==> src/rtl/morse_pkg.sv <==
// Purpose : shared constants for the Morse link: pattern width, gap length,
//           the 8 left-aligned letter patterns (A=000..H=111), FSM encoding.
// Latency : n/a (package).  Backpressure: n/a.
package morse_pkg;

  localparam int PAT_W_DEF   = 12;
  localparam int GAP_LEN_DEF = 3;

  // MSB-first, left-aligned, zero-filled letter patterns.
  localparam logic [11:0] PAT_A = 12'b1011_1000_0000;
  localparam logic [11:0] PAT_B = 12'b1110_1010_1000;
  localparam logic [11:0] PAT_C = 12'b1110_1011_1010;
  localparam logic [11:0] PAT_D = 12'b1110_1010_0000;
  localparam logic [11:0] PAT_E = 12'b1000_0000_0000;
  localparam logic [11:0] PAT_F = 12'b1010_1110_1000;
  localparam logic [11:0] PAT_G = 12'b1110_1110_1000;
  localparam logic [11:0] PAT_H = 12'b1010_1010_0000;

  typedef enum logic [1:0] {
    ST_IDLE = 2'd0,
    ST_RECV = 2'd1,
    ST_DONE = 2'd2
  } state_t;

  function automatic logic [11:0] pattern_of(input logic [2:0] code);
    logic [11:0] p;
    case (code)
      3'd0:    p = PAT_A;
      3'd1:    p = PAT_B;
      3'd2:    p = PAT_C;
      3'd3:    p = PAT_D;
      3'd4:    p = PAT_E;
      3'd5:    p = PAT_F;
      3'd6:    p = PAT_G;
      default: p = PAT_H;
    endcase
    return p;
  endfunction

endpackage

==> src/rtl/morse_pattern_match.sv <==
// Purpose : reverse-maps a left-aligned 12-bit Morse pattern to its letter code.
// Latency : combinational.  Backpressure: none.
// Ports   : i_q pattern in; o_code letter code; o_hit high when i_q matches a letter.
module morse_pattern_match
  import morse_pkg::*;
(
  input  logic [11:0] i_q,
  output logic [2:0]  o_code,
  output logic        o_hit
);

  always_comb begin
    o_code = '0;
    o_hit  = 1'b0;
    for (int i = 0; i < 8; i++) begin
      if (i_q == pattern_of(3'(i))) begin
        o_code = 3'(i);
        o_hit  = 1'b1;
      end
    end
  end

endmodule

==> src/rtl/morse_decoder.sv <==
// Purpose : Morse receive path: assembles dot/dash symbols sampled on BitTick,
//           detects the inter-letter gap and emits the decoded letter code.
// Latency : Valid/Error pulse one edge after the edge sampling the last gap zero.
// Backpr. : none; a BitTick arriving in the one-cycle DONE state is dropped.
// Ports   : ClockIn/Resetn clock and async active-low reset; Start resync;
//           BitTick+DotDashIn symbol input; LetterOut/Valid/Error/Busy status.
module morse_decoder
  import morse_pkg::*;
#(
  parameter int PAT_W   = PAT_W_DEF,
  parameter int GAP_LEN = GAP_LEN_DEF
) (
  input  logic       ClockIn,
  input  logic       Resetn,
  input  logic       Start,
  input  logic       BitTick,
  input  logic       DotDashIn,
  output logic [2:0] LetterOut,
  output logic       Valid,
  output logic       Error,
  output logic       Busy
);

  localparam int IDX_W = $clog2(PAT_W + 1);
  localparam int ZR_W  = $clog2(GAP_LEN + 1);
  localparam logic [IDX_W-1:0] IDX_MAX = IDX_W'(PAT_W);
  localparam logic [ZR_W-1:0]  ZR_GAP  = ZR_W'(GAP_LEN);
  localparam logic [PAT_W-1:0] MSB_ONE = {1'b1, {(PAT_W-1){1'b0}}};

  state_t           r_state,    w_state_nxt;
  logic [PAT_W-1:0] r_q,        w_q_nxt;
  logic [IDX_W-1:0] r_idx,      w_idx_nxt;
  logic [ZR_W-1:0]  r_zero_run, w_zr_nxt;
  logic             r_ovf,      w_ovf_nxt;
  logic [2:0]       r_letter,   w_letter_nxt;
  logic             r_valid,    w_valid_nxt;
  logic             r_error,    w_error_nxt;

  logic [IDX_W-1:0] w_idx_sat;
  logic [ZR_W-1:0]  w_zr_inc;
  logic [2:0]       w_code;
  logic             w_hit;

  morse_pattern_match u_match (
    .i_q    (r_q),
    .o_code (w_code),
    .o_hit  (w_hit)
  );

  assign w_idx_sat = (r_idx == IDX_MAX) ? r_idx : r_idx + 1'b1;
  assign w_zr_inc  = r_zero_run + 1'b1;

  always_comb begin
    w_state_nxt  = r_state;
    w_q_nxt      = r_q;
    w_idx_nxt    = r_idx;
    w_zr_nxt     = r_zero_run;
    w_ovf_nxt    = r_ovf;
    w_letter_nxt = r_letter;
    w_valid_nxt  = 1'b0;
    w_error_nxt  = 1'b0;
    if (Start) begin
      w_state_nxt = ST_IDLE;
      w_q_nxt     = '0;
      w_idx_nxt   = '0;
      w_zr_nxt    = '0;
      w_ovf_nxt   = 1'b0;
    end else begin
      case (r_state)
        ST_IDLE: begin
          // Leading zeros are silence; only a 1 opens a letter.
          if (BitTick && DotDashIn) begin
            w_state_nxt = ST_RECV;
            w_q_nxt     = MSB_ONE;
            w_idx_nxt   = IDX_W'(1);
            w_zr_nxt    = '0;
            w_ovf_nxt   = 1'b0;
          end
        end
        ST_RECV: begin
          if (BitTick) begin
            w_idx_nxt = w_idx_sat;
            if (DotDashIn) begin
              // Zeros are already in place, so only 1s need writing.
              if (r_idx < IDX_MAX) w_q_nxt = r_q | (MSB_ONE >> r_idx);
              else                 w_ovf_nxt = 1'b1;
              w_zr_nxt = '0;
            end else begin
              w_zr_nxt = w_zr_inc;
              if (w_zr_inc == ZR_GAP) w_state_nxt = ST_DONE;
            end
          end
        end
        ST_DONE: begin
          w_state_nxt = ST_IDLE;
          if (w_hit && !r_ovf) begin
            w_letter_nxt = w_code;
            w_valid_nxt  = 1'b1;
          end else begin
            w_error_nxt  = 1'b1;
          end
        end
        default: w_state_nxt = ST_IDLE;
      endcase
    end
  end

  always_ff @(posedge ClockIn or negedge Resetn) begin
    if (!Resetn) begin
      r_state    <= ST_IDLE;
      r_q        <= '0;
      r_idx      <= '0;
      r_zero_run <= '0;
      r_ovf      <= 1'b0;
      r_letter   <= '0;
      r_valid    <= 1'b0;
      r_error    <= 1'b0;
    end else begin
      r_state    <= w_state_nxt;
      r_q        <= w_q_nxt;
      r_idx      <= w_idx_nxt;
      r_zero_run <= w_zr_nxt;
      r_ovf      <= w_ovf_nxt;
      r_letter   <= w_letter_nxt;
      r_valid    <= w_valid_nxt;
      r_error    <= w_error_nxt;
    end
  end

  assign LetterOut = r_letter;
  assign Valid     = r_valid;
  assign Error     = r_error;
  assign Busy      = (r_state != ST_IDLE);

endmodule

==> config.mk <==
export PLATFORM = sky130hd
export DESIGN_NAME = morse_decoder
export DESIGN_NICKNAME = d
export VERILOG_FILES = /design/src/rtl/morse_pkg.sv /design/src/rtl/morse_pattern_match.sv /design/src/rtl/morse_decoder.sv
export SDC_FILE = /design/constraint.sdc
export NUM_CORES = 1
export LEC_CHECK = 0
export CORE_MARGIN = 2
export CORE_UTILIZATION = 51
export DETAILED_ROUTE_END_ITERATION = 10
export GPL_TIMING_DRIVEN = 0
export PLACE_DENSITY = 0.78
export SLEW_MARGIN = 10
export SYNTH_ARGS = -nofsm -noshare
export SYNTH_HDL_FRONTEND = slang
export SYNTH_SLANG_ARGS = --single-unit
==> constraint.sdc <==
create_clock -name ClockIn -period 1.6 [get_ports ClockIn]
set_input_delay 0.24 -clock ClockIn [delete_from_list [all_inputs] [get_ports ClockIn]]
set_output_delay 0.24 -clock ClockIn [all_outputs]
set_load 0.01 [all_outputs]
==> flow_metrics.tcl <==
set metrics [dict create \
    outcome "finished with violations" \
    violations "setup timing" \
    num_vias 1203 \
    powerDensity_nw_per_um2 651 \
    syn2layout_area_growth_pct 23.9 \
    die_y_um 56.0 \
    max_freq_ghz 0.568 \
    period_minus_slack_ns 1.76 \
    gp_congestion 0.805 \
    final_layout_size_suffix_gt1_share_pct 25.4 \
    rows 18 \
    grt_first_pass_wirelength_um 5300 \
    r2r-end "LetterOut[2]$_DFFE_PN0P_" \
    h-tree-depth 1 \
    setup_ws_ns -0.160 \
    p_leak_nw 0.775 \
    path_clk_slew_ns 0.13 \
    crit_type "flop to flop" \
    drv_cap 0 \
    post-route-drc-count 0 \
    r2r-start "r_q[8]$_DFFE_PN0P_" \
    synth_flop_cell "dfrtp_1" \
    root_buffer "clkbuf_4" \
    yosys_warnings 0 \
    synth_cell_types 42 \
    io_buffer_count 9 \
    tightest_slew_ns 0.576 \
    grt_pass1_vias 1152 \
    final_cells 199 \
    avgRoutedWirePerCell_um 15.8 \
    hp-class "input port to flop" \
    slew_headroom_pct 61.6 \
    grt_max_degree 27 \
    drtIter0Drc 66 \
    worstHoldStart "Start" \
    clock_skew_ns 0.00356 \
    dieArea_um2 3130 \
    end_kind "flop" \
    r2r_cells 6 \
    dp_cells 183 \
    power_w 0.00111 \
    grt-ovfl-total 0 \
    antenna_found_initial 0 \
    async_flop_share_pct 100 \
    cts_buffers 3 \
    avgViaCountPerCell 6.05 \
    path_max_fanout 4 \
    finalSetupViolations 8 \
    post-place-ws_ns -0.421 \
    syn-cell-area_um2 1380 \
    start_util_pct 54.6 \
    drt-pass1-iter-count 4 \
    critPathRequiredTime_ns 1.82 \
    syn_inst 144 \
    synth-seq-cells 26 \
    boundaryPins 11 \
    mappedNetlistNets 156 \
    drv_slew 0 \
    die_x_um 56.0 \
    cp.arrival_ns 1.98 \
    clk_path_buf_depth 2 \
    crit_path_start_kind "flop" \
    dp.final_hpwl_um 2030 \
    fin_util_pct 67.7 \
    hold_viol 0 \
    core_area_um2 2520 \
    holdPathEnd "r_q[11]$_DFFE_PN0P_" \
    cts_tree "yes" \
    yosysSeqAreaShare_pct 47.2 \
    tns_ns -0.659 \
    final_antenna_net_count 0 \
    antennaDiodeCount 0 \
    clk_latency_ns 0.32 \
    wirelength_um 3150 \
    track_usage_pct 21.4 \
    hold_depth 2 \
    synth_area_per_cell_um2 9.57 \
    nNetsFinal 183 \
    rsz0062_at_grt "true" \
    cts_sinks 26 \
    min_period_over_period_pct 110 \
    synth_edf_count 0 \
    reg2reg_slack_ns -0.16 \
    peakVddDrop_mv 0.689 \
]
-- where the power goes --
| part | total (W) | internal (W) | switching [W] |
|---|---|---|---|
| sequential | 0.000682 | 0.000669 | 0.0000138 |
| clock | 0.000275 | 0.0000884 | 0.000187 |
| combinational | 0.000153 | 0.0000612 | 0.0000918 |
| total | 0.00111 | 0.000818 | 0.000292 |
-- registers in the layout, summed over array words and instances, names as in the netlist --
| name | flops |
|---|---|
| Error | 1 |
| LetterOut | 3 |
| Valid | 1 |
| r_idx | 4 |
| r_ovf | 1 |
| r_q | 12 |
| r_state | 2 |
| r_zero_run | 2 |
-- layer usage --
layer	wire (um)	GRT usage (%)
met5	0	0
met1	1390	30.2
met4	66	7.82
met3	132	2.79
met2	1560	33.8
-- how the worst max path moves through the flow --
stage               slack (ns)  cells after the start                from                  endpoint
floorplan                -0.03                      5  r_q[2]$_DFFE_PN0P_  LetterOut[0]$_DFFE_PN0P_
global placement         -0.42                      6           DotDashIn      r_idx[2]$_DFFE_PN0P_
detailed placement       -0.42                      6           DotDashIn      r_idx[1]$_DFFE_PN0P_
CTS                      -0.17                      5  r_q[8]$_DFFE_PN0P_  LetterOut[0]$_DFFE_PN0P_
global route             -0.22                      5  r_q[8]$_DFFE_PN0P_  LetterOut[0]$_DFFE_PN0P_
finish                   -0.16                      6  r_q[8]$_DFFE_PN0P_  LetterOut[2]$_DFFE_PN0P_
-- metrics by stage --
step                instance area, um^2  hold slack [ns]
global route                       1710            0.214
detailed placement                 1510            0.481
global placement                   1510            0.467
floorplan                          1380          -0.0556
finish                             1710            0.204
CTS                                1620            0.175
-- cell usage after synthesis, types with 2 or more instances --
library cell	count	area (um^2)
a21oi_1	8	40.0
o21ai_0	7	35.0
nand4_1	2	12.5
nand3_1	4	20.0
nand2_1	7	26.3
nor3_1	6	30.0
dfrtp_1	26	651
nand2b_1	2	12.5
inv_1	7	26.3
or3_1	2	12.5
nand4b_1	2	17.5
clkbuf_1	2	7.51
nor3b_1	2	15.0
xnor2_1	2	17.5
mux2_1	2	22.5
a31oi_1	8	50.1
nor2_1	24	90.1
ha_1	7	87.6
-- logic make-up (layout without fill, tap and decap cells) --
| logic type | after synthesis | in the layout | share of synthesized area (%) |
|---|---|---|---|
| muxes | 2 | 2 | 1.63 |
| and+or+nand+nor | 64 | 64 | 25.1 |
| adders and majority gates | 7 | 7 | 6.36 |
| xor gates and xnor gates | 3 | 3 | 1.91 |
| buffers and inverters | 11 | 36 | 3.63 |
| AOI/OAI and AO/OA | 31 | 31 | 14.2 |
| DFF | 26 | 26 | 47.2 |
-- cell type report --
type                            count  area, um^2
Fill cell                         208         816
Multi-Input combinational cell    107         753
Sequential cell                    26         654
Timing Repair Buffer               23         191
Tap cell                           30        37.5
Inverter                            7        26.3
Clock buffer                        3        22.5
Buffer                              3        21.3
-- repair_timing --
item,CTS,global route
endpoints found under the hold margin,0,26
resized for setup,7,16
hold buffers,0,1
endpoints found under the setup margin,11,23
pin swaps,4,2
buffers inserted,9,4
gates cloned,0,0
-- cells in the final DEF (no fill, tap or decap), types with 2 or more instances in the layout --
cell | Yosys | routed
a21oi_1 | 8 | 8
a31oi_1 | 8 | 7
buf_2 | 1 | 2
buf_4 | 0 | 13
clkbuf_4 | 0 | 3
clkdlybuf4s50_1 | 0 | 7
dfrtp_1 | 26 | 23
dfrtp_2 | 0 | 3
ha_1 | 7 | 6
inv_1 | 7 | 6
mux2_4 | 0 | 2
nand2_1 | 7 | 7
nand2b_1 | 2 | 2
nand3_1 | 4 | 4
nand4_1 | 2 | 2
nand4b_1 | 2 | 2
nor2_1 | 24 | 23
nor3_1 | 6 | 5
nor3b_1 | 2 | 2
o21ai_0 | 7 | 5
o21ai_2 | 1 | 3
or3_1 | 2 | 2
xnor2_1 | 2 | 2
-- critical path: stages, from the launching register on --
cell	delay, ns
dfrtp_1	0.42
buf_4	0.16
and3_2	0.20
o2111ai_2	0.21
o21ai_2	0.13
o21ai_2	0.22
mux2_4	0.32
Note: power is estimated with default switching activity, not from simulation.
